## config.mk

```make
export PLATFORM = sky130hd
export DESIGN_NAME = branch_resolution_queue
export DESIGN_NICKNAME = d
export VERILOG_FILES = /design/src/rtl/branch_resolution_queue_pkg.sv /design/src/rtl/branch_resolution_age_mask.sv /design/src/rtl/branch_resolution_queue.sv
export SDC_FILE = /design/constraint.sdc
export NUM_CORES = 2
export LEC_CHECK = 0
export BUFFER_PORTS_ARGS = -buffer_cell sky130_fd_sc_hd__buf_4
export CAP_MARGIN = 20
export CORE_MARGIN = 2
export CORE_UTILIZATION = 58
export CTS_CLUSTER_DIAMETER = 60
export DETAILED_ROUTE_END_ITERATION = 8
export PLACE_DENSITY = 0.78
export SYNTH_ARGS = -nofsm -noshare
export SYNTH_HDL_FRONTEND = slang
export SYNTH_SLANG_ARGS = --single-unit
export TNS_END_PERCENT = 5
```

## constraint.sdc

```tcl
create_clock -name clk -period 8.2 [get_ports clk]
set_input_delay 2.05 -clock clk [delete_from_list [all_inputs] [get_ports clk]]
set_output_delay 2.05 -clock clk [all_outputs]
set_load 0.005 [all_outputs]
```

## src/rtl/branch_resolution_queue_pkg.sv

```systemverilog
// Shared types for the branch resolution queue: entry record and wrap-bit pointer.
// Module parameters default to these widths and must stay equal to them.
package branch_resolution_queue_pkg;
    localparam int BRQ_BW_ADDRESS         = 32;
    localparam int BRQ_NUM_GLOBAL_HISTORY = 4;
    localparam int BRQ_NUM_ENTRY          = 8;
    localparam int BRQ_BW_TAG             = $clog2(BRQ_NUM_ENTRY);

    // MSB is the wrap bit; the low bits index the entry array.
    typedef logic [BRQ_BW_TAG:0] brq_ptr_t;

    typedef struct packed {
        logic                              valid;
        logic                              resolved;
        logic [BRQ_BW_ADDRESS-1:0]         pc;
        logic [BRQ_BW_ADDRESS-1:0]         predicted_next;
        logic [BRQ_BW_ADDRESS-1:0]         correct_next;
        logic [BRQ_NUM_GLOBAL_HISTORY-1:0] history;
    } brq_entry_t;
endpackage

```

## src/rtl/branch_resolution_age_mask.sv

```systemverilog
// Marks every slot strictly younger than the resolved tag, measuring age from the head.
module branch_resolution_age_mask
    import branch_resolution_queue_pkg::*;
#(
    parameter int NUM_ENTRY = BRQ_NUM_ENTRY,
    parameter int BW_TAG    = $clog2(NUM_ENTRY)
) (
    input  logic [BW_TAG-1:0]    head_idx,
    input  logic [BW_TAG-1:0]    tag,
    output logic [NUM_ENTRY-1:0] younger_mask
);
    logic [BW_TAG-1:0] tag_age;

    // Modular subtraction works because NUM_ENTRY is a power of two.
    assign tag_age = tag - head_idx;

    for (genvar g = 0; g < NUM_ENTRY; g++) begin : g_age
        logic [BW_TAG-1:0] slot_age;
        assign slot_age        = BW_TAG'(g) - head_idx;
        assign younger_mask[g] = slot_age > tag_age;
    end
endmodule

```

## src/rtl/branch_resolution_queue.sv

```systemverilog
// In-order queue of predicted branches: out-of-order resolve, mispredict rewind/flush,
// and in-order drain of resolved entries to the predictor.
module branch_resolution_queue
    import branch_resolution_queue_pkg::*;
#(
    parameter int BW_ADDRESS         = BRQ_BW_ADDRESS,
    parameter int NUM_GLOBAL_HISTORY = BRQ_NUM_GLOBAL_HISTORY,
    parameter int NUM_ENTRY          = BRQ_NUM_ENTRY,
    parameter int BW_TAG             = $clog2(NUM_ENTRY)
) (
    input  logic                          clk,
    input  logic                          rst_n,
    input  logic                          i_alloc_valid,
    output logic                          o_alloc_ready,
    input  logic [BW_ADDRESS-1:0]         i_alloc_pc,
    input  logic [BW_ADDRESS-1:0]         i_alloc_predicted_pc_next,
    input  logic [NUM_GLOBAL_HISTORY-1:0] i_alloc_global_history,
    output logic [BW_TAG-1:0]             o_alloc_tag,
    input  logic                          i_resolve_valid,
    input  logic [BW_TAG-1:0]             i_resolve_tag,
    input  logic [BW_ADDRESS-1:0]         i_resolve_correct_pc_next,
    output logic                          o_flush_valid,
    output logic [BW_ADDRESS-1:0]         o_flush_pc,
    output logic                          o_branch_valid,
    input  logic                          i_branch_ready,
    output logic [BW_ADDRESS-1:0]         o_branch_pc,
    output logic [BW_ADDRESS-1:0]         o_branch_correct_pc_next,
    output logic [NUM_GLOBAL_HISTORY-1:0] o_branch_global_history,
    output logic                          o_branch_correct_prediction
);
    brq_entry_t [NUM_ENTRY-1:0] entries;
    brq_ptr_t                   head, tail, rewind_tail;
    logic [BW_TAG-1:0]          head_idx, tail_idx, res_age;
    brq_entry_t                 head_entry, res_entry;
    logic [NUM_ENTRY-1:0]       younger_mask;
    logic                       empty, full, alloc_fire, drain_fire, res_ok, mispredict;

    assign head_idx = head[BW_TAG-1:0];
    assign tail_idx = tail[BW_TAG-1:0];
    assign empty    = head == tail;
    assign full     = (head_idx == tail_idx) && (head[BW_TAG] != tail[BW_TAG]);

    assign o_alloc_ready = !full && !o_flush_valid;
    assign o_alloc_tag   = tail_idx;
    assign alloc_fire    = i_alloc_valid && o_alloc_ready;

    assign res_entry  = entries[i_resolve_tag];
    assign res_ok     = i_resolve_valid && res_entry.valid && !res_entry.resolved;
    assign mispredict = res_ok && (i_resolve_correct_pc_next != res_entry.predicted_next);

    // Rebuild the tag's full pointer from the head so the wrap bit comes out right.
    assign res_age     = i_resolve_tag - head_idx;
    assign rewind_tail = head + brq_ptr_t'(res_age) + brq_ptr_t'(1);

    assign head_entry                  = entries[head_idx];
    assign o_branch_valid              = !empty && head_entry.valid && head_entry.resolved;
    assign o_branch_pc                 = head_entry.pc;
    assign o_branch_correct_pc_next    = head_entry.correct_next;
    assign o_branch_global_history     = head_entry.history;
    assign o_branch_correct_prediction = head_entry.predicted_next == head_entry.correct_next;
    assign drain_fire                  = o_branch_valid && i_branch_ready;

    branch_resolution_age_mask #(.NUM_ENTRY(NUM_ENTRY), .BW_TAG(BW_TAG)) u_age_mask (
        .head_idx     (head_idx),
        .tag          (i_resolve_tag),
        .younger_mask (younger_mask)
    );

    always_ff @(posedge clk or negedge rst_n) begin
        if (!rst_n) begin
            head          <= '0;
            tail          <= '0;
            o_flush_valid <= 1'b0;
            o_flush_pc    <= '0;
        end else begin
            if (drain_fire) head <= head + brq_ptr_t'(1);
            // Rewind wins over allocation: a same-cycle alloc is younger and gets squashed.
            if (mispredict)      tail <= rewind_tail;
            else if (alloc_fire) tail <= tail + brq_ptr_t'(1);
            o_flush_valid <= mispredict;
            if (mispredict) o_flush_pc <= i_resolve_correct_pc_next;
        end
    end

    always_ff @(posedge clk or negedge rst_n) begin
        if (!rst_n) begin
            entries <= '0;
        end else begin
            for (int i = 0; i < NUM_ENTRY; i++) begin
                if (alloc_fire && tail_idx == BW_TAG'(i)) begin
                    entries[i].valid          <= 1'b1;
                    entries[i].resolved       <= 1'b0;
                    entries[i].pc             <= i_alloc_pc;
                    entries[i].predicted_next <= i_alloc_predicted_pc_next;
                    entries[i].correct_next   <= '0;
                    entries[i].history        <= i_alloc_global_history;
                end
                if (res_ok && i_resolve_tag == BW_TAG'(i)) begin
                    entries[i].resolved     <= 1'b1;
                    entries[i].correct_next <= i_resolve_correct_pc_next;
                end
                if (mispredict && younger_mask[i]) entries[i].valid <= 1'b0;
                if (drain_fire && head_idx == BW_TAG'(i)) entries[i].valid <= 1'b0;
            end
        end
    end
endmodule

```

==> results.md <==
- Post-DP HPWL: ~69000 um
- Worst setup SP type: flop
- Clock transition at path regs: about 0.060 ns
- Starting Density: 58.42%
- Syn nets: approximately 3600
- Worst slew pin tran: between 1 and 1.5 ns
- CTS sink count: ~860
- Initial antenna violation count: 10
- Worst slew margin: a little under a quarter
- Async S/R FF share, synth: 100.0%
- Worst EP required: ~6.2 ns
- Clk Latency, worst-skew pair: 0.66 ns
- Unrepaired setup endpoints after global routing: no
- First-pass GRT wire length: 180300 um
- Top-Level Pins: approximately 220
- Final hold vios: 0
- Gate Count Post-Synth: 3474
- Gr ovfl total: 0
- Row count: 98
- Max FO, Critical Path: 47
- Deepest clock path buffer count: 3
- Most common cell in the netlist: nand2_1
- Fin crit share: approximately 80%
- Wirelength per Cell: around 25 um
- Setup CP Type: reg2out
- EDFF count, synth: 0
- GRT Resource Usage Total: a little under a third
- Register area share after synthesis: between 50% and 60%
- Die W: 271.9 um
- Layout cells sized above 1: 31.06%
- Vias in the first global route: about 30000
- Port bufs: roughly 210
- Run status: finished clean
- Synth area leader: dfrtp_1
- Clk Tree Root Cell: clkbuf_16
- CTS Hold Bufs: 0
- Number of distinct library cells after synthesis: between 50 and 60
- Post-layout minimum cycle time: 6.531 ns
- CTS tree: done
- Leakage power: 21.36 nW
- TNS Setup: 0 ns
- DRC: 0
- Post-DRT Antenna Nets: 0
- Final worst slack: ~1.7 ns
- Prevailing post-synth register cell: dfrtp_1
- Largest net degree at the start of global routing: roughly 180
- Setup Fix Bufs, Post-CTS: 0
- Vias/cell: 6.318
- Routability cong.: 0.8965
- Drt total wl: ~110000 um
- H-tree level count: 3
- DRT Pass-1 Iters: 5
- Cell Pwr Density: 418.0 nW/um2
- Area grow syn2layout: 12.68%
- Fillers: approximately 5200
- Mean Syn Cell Area: 11.98 um2
- Critical path capture point type: output port
- Count of max-cap constraint violations: 0
- Worst Skew: ~0.027 ns
- Critical Path AT: around 4.5 ns
- Resize count post-CTS: 0
- Pins Over Slew Limit: 0
- Ys Warns: 0
- Via count: approximately 29000
- Area contributors post-synth: dfrtp_1, mux2_2, mux4_2, nand2_1, mux2i_1
- Iteration-0 DRC Markers: about 2800
- Max VDD drop: approximately 0.31 mV
- Fmax: 0.1531 GHz
- Layout Nets: roughly 3700
- Post-synthesis cell area: ~42000 um2
- Total CTS buffers: 91
- Placement Setup Slack: 2.172 ns
- Synth top cells by count: nand2_1, dfrtp_1, mux2_2
- Hold Crit Class: reg2reg
- DIE AREA: around 74000 um2
- Synth top area share: about half
- Die Y: about 270 um
- Final setup vio count: 0
- Flops & latches, synth: about 860
- Core box area: approximately 71000 um2
[per-stage QoR]
stage / cell area [um2] / hold slack (ns) / cells / power (W) / util, %
after floorplan: 41620 / 0.4403 / 3474 / 0.01267 / -
after global placement: 43850 / 0.4518 / 4405 / 0.01509 / 61.55
after detailed placement: 43850 / 0.4569 / 4405 / 0.01540 / 61.55
after CTS: 46870 / 0.4716 / 4571 / 0.01961 / 65.79
after global routing: 46890 / 0.4861 / 4575 / 0.02067 / 65.82
final: 46900 / 0.4662 / 4576 / 0.01960 / 65.83
[final cells by class]
type | instances | area, um2 | share of cell area, %
Antenna cell | 4 | 10.01 | 0.02134
Sequential cell | 857 | 21460 | 45.75
Clock inverter | 29 | 387.9 | 0.8271
Timing Repair Buffer | 267 | 2100 | 4.477
Tap cell | 950 | 1189 | 2.535
Multi-Input combinational cell | 2311 | 19040 | 40.60
Inverter | 21 | 81.33 | 0.1734
Clock buffer | 137 | 2630 | 5.608
[registers in the layout, indices dropped and copies added, names as in the netlist]
register / count
tail: 4
head: 4
entries: 816
o_flush_pc: 32
o_flush_valid: 1
[placed cells by master (no fill, tap or decap), types with 5 or more instances in the layout]
master     instances
nand2_1          968
dfrtp_1          854
mux2_2           440
buf_4            259
mux4_2           220
o21ai_0          169
a22o_1            98
mux2i_1           96
clkbuf_16         91
xnor2_1           49
o22ai_1           28
clkbuf_1          28
xor2_1            27
mux2_4            27
ha_1              26
a21oi_1           24
inv_1             19
clkbuf_8          18
nor2_1            12
a22oi_1           12
clkinv_2          12
a221oi_1          11
nor4_1             9
a21o_1             9
nand4_1            8
nand3_1            7
buf_12             7
nand2b_1           6
nor2b_1            5
nor4_2             5
[kinds of logic after synthesis]
| logic type | share of synthesized area, % |
|---|---|
| compound gates | 5.974 |
| xor+xnor | 1.599 |
| fa+ha+maj | 0.9260 |
| buf+inv | 3.085 |
| flops | 51.53 |
| mux | 27.09 |
| simple gates | 9.792 |
[per-layer routing]
metal / GRT usage, % / routed length, um / share of wire (%) / up-vias
met3: 6.753 / 10530 / 9.2 / 299
met4: 14.03 / 5072 / 4.4 / 14
li1: - / - / - / 12380
met2: 50.77 / 54860 / 48 / 1332
met5: 0 / 92 / 0.080 / -
met1: 42.42 / 44240 / 39 / 14890
[report_power, final]
group          switching [W]  internal, W  leakage [nW]
clock network        0.00176      0.00237          1.47
logic                0.00380      0.00417          9.16
registers            0.00132      0.00618          10.7
[path summary, 6_finish.rpt]
check	startpoint	end	slack, ns	cells after the start
min in group asynchronous	rst_n	entries[215]$_DFFE_PN0P_	1.48	1
min reg2reg	entries[694]$_DFFE_PN0P_	entries[694]$_DFFE_PN0P_	0.47	2
max reg2reg	head[2]$_DFFE_PN0P_	entries[43]$_DFFE_PN0P_	3.44	8
max in group asynchronous	rst_n	entries[355]$_DFFE_PN0P_	5.16	2
min	entries[694]$_DFFE_PN0P_	entries[694]$_DFFE_PN0P_	0.47	2
max	head[1]$_DFFE_PN0P_	o_branch_correct_prediction	1.67	9
[critical path, stage by stage, from the launching register on]
cell and delay [ns]:
dfrtp_4 0.87, buf_4 0.71, mux4_2 0.40, nand2_1 0.08, nand2_1 0.15, xnor2_1 0.18, nor4_1 0.82, nand4_1 0.18
nor2_1 0.22, buf_4 0.15
Power figures use the tool's default switching activity.
